### src/rtl/sram_arbiter.sv
// Arbitrates the CPU fetch and data ports onto one sram-like memory port.
// One transaction is in flight at a time, and each one runs as a request/addr_ok
// phase followed by a data_ok phase. A completed result is held in a per-port
// done flag while the pipeline is frozen, so the same access is not issued twice.
module sram_arbiter #(
  parameter bit          DATA_FIRST = 1'b1,
  parameter logic [31:0] ADDR_MASK  = 32'h1FFF_FFFF
) (
  input  logic        clk,
  input  logic        rst,

  input  logic        inst_sram_en,
  input  logic [31:0] inst_sram_addr,
  output logic [31:0] inst_sram_rdata,
  output logic        i_stall,

  input  logic        data_sram_en,
  input  logic [3:0]  data_sram_wen,
  input  logic [31:0] data_sram_addr,
  input  logic [31:0] data_sram_wdata,
  output logic [31:0] data_sram_rdata,
  output logic        d_stall,

  input  logic        longest_stall,
  input  logic        exceptflush,

  output logic        mem_req,
  output logic        mem_wr,
  output logic [3:0]  mem_wstrb,
  output logic [31:0] mem_addr,
  output logic [31:0] mem_wdata,
  input  logic        mem_addr_ok,
  input  logic        mem_data_ok,
  input  logic [31:0] mem_rdata
);

  typedef enum logic [2:0] {
    IDLE,
    D_ADDR,
    D_DATA,
    I_ADDR,
    I_DATA
  } state_t;

  state_t      state;
  logic [31:0] req_addr;   // untranslated address of the current request
  logic        i_done;     // fetch result is valid and held for the pipeline
  logic        d_done;     // data result is valid and held for the pipeline
  logic        i_discard;  // fetch in flight was flushed; drop its data
  logic        pend_i;
  logic        pend_d;
  logic        pick_d;

  // A port needs service while it requests and has no held result.
  assign pend_i  = inst_sram_en & ~i_done;
  assign pend_d  = data_sram_en & ~d_done;
  assign i_stall = pend_i;
  assign d_stall = pend_d;

  // The data port wins a simultaneous request only when DATA_FIRST is set.
  assign pick_d = pend_d & (DATA_FIRST | ~pend_i);

  // kseg0/kseg1 addresses are folded onto the physical space. All other addresses pass through.
  assign mem_addr = (req_addr[31:30] == 2'b10) ? (req_addr & ADDR_MASK) : req_addr;

  // Request sequencer, done-flag bookkeeping and result capture.
  // NOTE: every register in this block uses non-blocking assignments, so all
  // reads in a cycle see the pre-edge values. A later assignment in the same
  // cycle overrides an earlier one, and the release code below relies on that.
  always_ff @(posedge clk or negedge rst) begin
    if (!rst) begin
      // NOTE: the datapath registers are reset along with the control state,
      // so the memory port and the rdata outputs start at 0 and never show X.
      state           <= IDLE;
      mem_req         <= 1'b0;
      mem_wr          <= 1'b0;
      mem_wstrb       <= 4'h0;
      req_addr        <= 32'h0;
      mem_wdata       <= 32'h0;
      i_done          <= 1'b0;
      d_done          <= 1'b0;
      i_discard       <= 1'b0;
      inst_sram_rdata <= 32'h0;
      data_sram_rdata <= 32'h0;
    end else begin
      // A held result is released on the first cycle the pipeline advances.
      if (d_done && !longest_stall) d_done <= 1'b0;
      if (exceptflush)                     i_done <= 1'b0;
      else if (i_done && !longest_stall)   i_done <= 1'b0;

      case (state)
        IDLE: begin
          if (pick_d) begin
            state     <= D_ADDR;
            mem_req   <= 1'b1;
            mem_wr    <= |data_sram_wen;
            mem_wstrb <= data_sram_wen;
            req_addr  <= data_sram_addr;
            mem_wdata <= data_sram_wdata;
          end else if (pend_i) begin
            state     <= I_ADDR;
            mem_req   <= 1'b1;
            mem_wr    <= 1'b0;
            mem_wstrb <= 4'h0;
            req_addr  <= inst_sram_addr;
            mem_wdata <= 32'h0;
          end
        end

        D_ADDR: begin
          if (mem_addr_ok) begin
            mem_req <= 1'b0;
            state   <= D_DATA;
          end
        end

        D_DATA: begin
          if (mem_data_ok) begin
            if (!mem_wr) data_sram_rdata <= mem_rdata;
            d_done <= 1'b1;
            state  <= IDLE;
          end
        end

        I_ADDR: begin
          // Once accepted, a request has to finish. A flush in the same cycle
          // only marks its data for discard.
          if (mem_addr_ok) begin
            mem_req   <= 1'b0;
            i_discard <= exceptflush;
            state     <= I_DATA;
          end else if (exceptflush) begin
            mem_req <= 1'b0;
            state   <= IDLE;
          end
        end

        I_DATA: begin
          if (mem_data_ok) begin
            i_discard <= 1'b0;
            if (!(i_discard || exceptflush)) begin
              inst_sram_rdata <= mem_rdata;
              i_done          <= 1'b1;
            end
            state <= IDLE;
          end else if (exceptflush) begin
            i_discard <= 1'b1;
          end
        end

        default: state <= IDLE;
      endcase
    end
  end

endmodule

### config.mk
export PLATFORM = sky130hd
export DESIGN_NAME = sram_arbiter
export DESIGN_NICKNAME = d
export VERILOG_FILES = /design/src/rtl/sram_arbiter.sv
export SDC_FILE = /design/constraint.sdc
export NUM_CORES = 1
export LEC_CHECK = 0
export ABC_AREA = 1
export CAP_MARGIN = 20
export CORE_MARGIN = 5
export CORE_UTILIZATION = 45
export DETAILED_ROUTE_END_ITERATION = 8
export PLACE_DENSITY_LB_ADDON = 0.3
export SLEW_MARGIN = 40
export SYNTH_ARGS = -nofsm -noshare
export SYNTH_HDL_FRONTEND = slang
export SYNTH_SLANG_ARGS = --single-unit
### constraint.sdc
create_clock -name clk -period 2.33 [get_ports clk]
set_input_delay 0.466 -clock clk [delete_from_list [all_inputs] [get_ports clk]]
set_output_delay 0.466 -clock clk [all_outputs]
set_load 0.02 [all_outputs]
==> flow_summary.yaml <==
sta:
  setup_tns_ps: 0
  slew_violations: 0
  worstMarginPinSlew_ps: 405
  clock-skew-final_ps: 8.27
  fin_crit_ps: 2200
  relSlewSlack_pct: 72.7
  timing_hold_violations_final: 0
  setup_viol: 0
  finalCritPeriodShare_pct: 94.6
  fmax_ghz: 0.454
  grt_setup_unrepaired: "false"
floorplanning:
  fp.coreArea_um2: 13100
  die_h_um: 125
  die_w_um: 125
  dieArea_um2: 15700
  rows: 42
  ios: 276
  start_util_pct: 45.6
synthesis:
  synth.net_count: 805
  synth_top_family_by_area: "simple AND/OR/NAND/NOR gates"
  ys_types: 25
  synth_seq_cells: 140
  syn_area_per_cell_um2: 9.02
  ys.flop_type: "dfrtp_1"
  synthTopCellsByCount: "180 x nand2_1, 140 x dfrtp_1, 113 x o21ai_0"
  yosys.cell_count.top_type: "nand2_1"
  synth-adder-area-share_pct: 0
  synth-simple-area-share_pct: 19.5
  ys_seq_area_share_pct: 58.4
  synth_compound_area_share_pct: 12.2
  netlist_instances: 665
  netlist_area_um2: 6000
  synth.yosys.warnings: 0
  synthTopCellsByArea: "dfrtp_1 58%, nand2_1 11%, o21ai_0 9.4%"
  synthArstFlopShare_pct: 100
  synth_top_cell_by_area: "dfrtp_1"
  synth_top_area_share_pct: 58.4
  synth-edff-count: 0
  synth-xor-area-share_pct: 0
  synthMuxAreaShare_pct: 0
grt:
  grt_pass1_vias: 5226
  antenna_found_initial: 0
  grt_pass1_wl_um: 27700
  grt_max_degree: 73
  grt_overflow: 0
  grt_use_total_pct: 22.1
power_and_ir_drop:
  seq_power_share_pct: 32.3
  combPwrFrac_pct: 48.4
  powerDensity_nw_per_um2: 1410
  p_sw_share_pct: 38.4
  p_sw_mw: 5.03
  ir_worst_vdd_mv: 1.01
  p_int_mw: 8.07
  clockPowerShare_pct: 19.4
  leakagePower_nw: 4.32
clock_tree:
  post_cts_buffers: 0
  cts_made_buffers: 17
  numClockSinks: 140
  clkLatencyLatePin_ps: 410
  cts_hold_buf: 1
  cts_tree: "yes"
  cts_resized: 0
  clockRootBuffer: "clkbuf_16"
  clock_path_buffers: 2
  ctsHtreeMaxLevel: 4
  cts.clk_slew.worst_paths_ps: 60
worst_setup_path:
  startpoint_type: "primary input"
  reg2reg_slack_ps: 710
  endpoint_kind: "primary output"
  crit_path_top_delay_cell: "clkdlybuf4s50_1"
  crit_chain: "clkdlybuf4s50_1, nand2_2, inv_2, clkdlybuf4s50_1"
  crit_fanout: 2
  r2r_cells: 7
  worstReg2RegStart: "state[1]$_DFFE_PN0P_"
  crit_required_ps: 1860
  cp_data_arrival_time_ps: 1740
  cpPeakStageDelay_ps: 620
  r2r-end: "inst_sram_rdata[23]$_DFFE_PN0P_"
  cp_common_cell: "clkdlybuf4s50_1"
  worstSetupPathType: "in -> out"
finish:
  area_delta_synth_final_pct: 55.2
  drive_gt1_share_pct: 8.55
  final_nets: 1042
  stdcell_area_um2: 9300
  antenna_cells: 0
route:
  detail_route.wl_per_cell_um: 15.9
  first_pass_iters: 5
  num_vias: 5266
  drtIter0Drc: 293
  routed_wl_um: 17300
  drc: 0
  viasPerCell: 4.84
  ant_nets: 0
run:
  maxCapViolCount: 0
min_path:
  min_path_type: "in -> async"
placed_design:
  hpwlAfterDp_um: 12400
  portBuffers: 275
  dpl_cell_area_um2: 8730
  gp_congestion: 0.803
outcome:
  status: "completed"
flip-flops by register name, indices dropped and copies added (netlist names):
register / cells
mem_wdata: 32
i_done: 1
mem_wstrb: 4
d_done: 1
mem_wr: 1
inst_sram_rdata: 32
req_addr: 32
i_discard: 1
state: 3
data_sram_rdata: 32
mem_req: 1
kinds of logic after synthesis:
logic type,Yosys count
AO/OA/AOI/OAI,141
buffers and inverters,115
flip-flops,140
AND/OR/NAND/NOR,269
metrics by stage:
stage | cells | utilization, % | hold slack [ps] | worst slack, ps | total power [mW]
2_1_floorplan | 665 | - | 170 | 772 | 7.74
3_3_place_gp | 1058 | 66.5 | 281 | 97.8 | 10.5
3_5_place_dp | 1058 | 66.5 | 281 | 99.3 | 10.6
4_1_cts | 1088 | 70.8 | 402 | 96.7 | 13.2
5_1_grt | 1088 | 70.8 | 432 | 81.7 | 13.9
6_report | 1088 | 70.8 | 423 | 126 | 13.1
layout by cell type, fill, tap and decap left out, drive strengths merged, types with 8 or more instances in the layout:
cell           Yosys  final
buf               49     11
clkbuf            19     23
clkdlybuf4s50      0    274
dfrtp            140    140
inv               47     47
nand2            182    182
nand3             46     46
nor2               8      8
o21ai            132    132
or2               32     32
power by group through the flow:
stage / clock (mW) / combinational [mW] / sequential (mW)
2_1_floorplan: 0 / 2.55 / 5.19
3_3_place_gp: 0 / 6.30 / 4.19
3_5_place_dp: 0 / 6.40 / 4.23
4_1_cts: 2.59 / 6.42 / 4.22
5_1_grt: 2.69 / 6.85 / 4.37
6_report: 2.53 / 6.33 / 4.23
worst max-delay path, delay by kind of cell:
family	cells	cell delay [ps]
and+or+nand+nor	1	80
buffers and inverters	3	1200
metal layers:
metal	vias to the layer above	global-route usage, %	part of all wire [%]
li1	2583	-	-
met1	2433	26.6	41
met2	227	35.8	47
met3	23	9.47	9.5
met4	0	7.65	1.9
met5	-	0	0
layout make-up:
type                       count  area, µm²
fill                        1001       3830
sequential                   140       3500
timing repair buffer         286       2940
multi-input combinational    410       1900
clock buffer                  23        498
tap                          176        220
inverter                      47        176
clock inverter                 6       62.6
worst max-delay path by stage:
stage	startpoint	endpoint	slack (ps)	cells after the start
finish	data_sram_en	d_stall	130	4
global placement	data_sram_en	d_stall	100	4
CTS	data_sram_en	d_stall	100	4
global route	data_sram_en	d_stall	80	4
detailed placement	data_sram_en	d_stall	100	4
floorplan	data_sram_en	d_stall	770	4
Note: power is estimated with default switching activity, not from simulation.
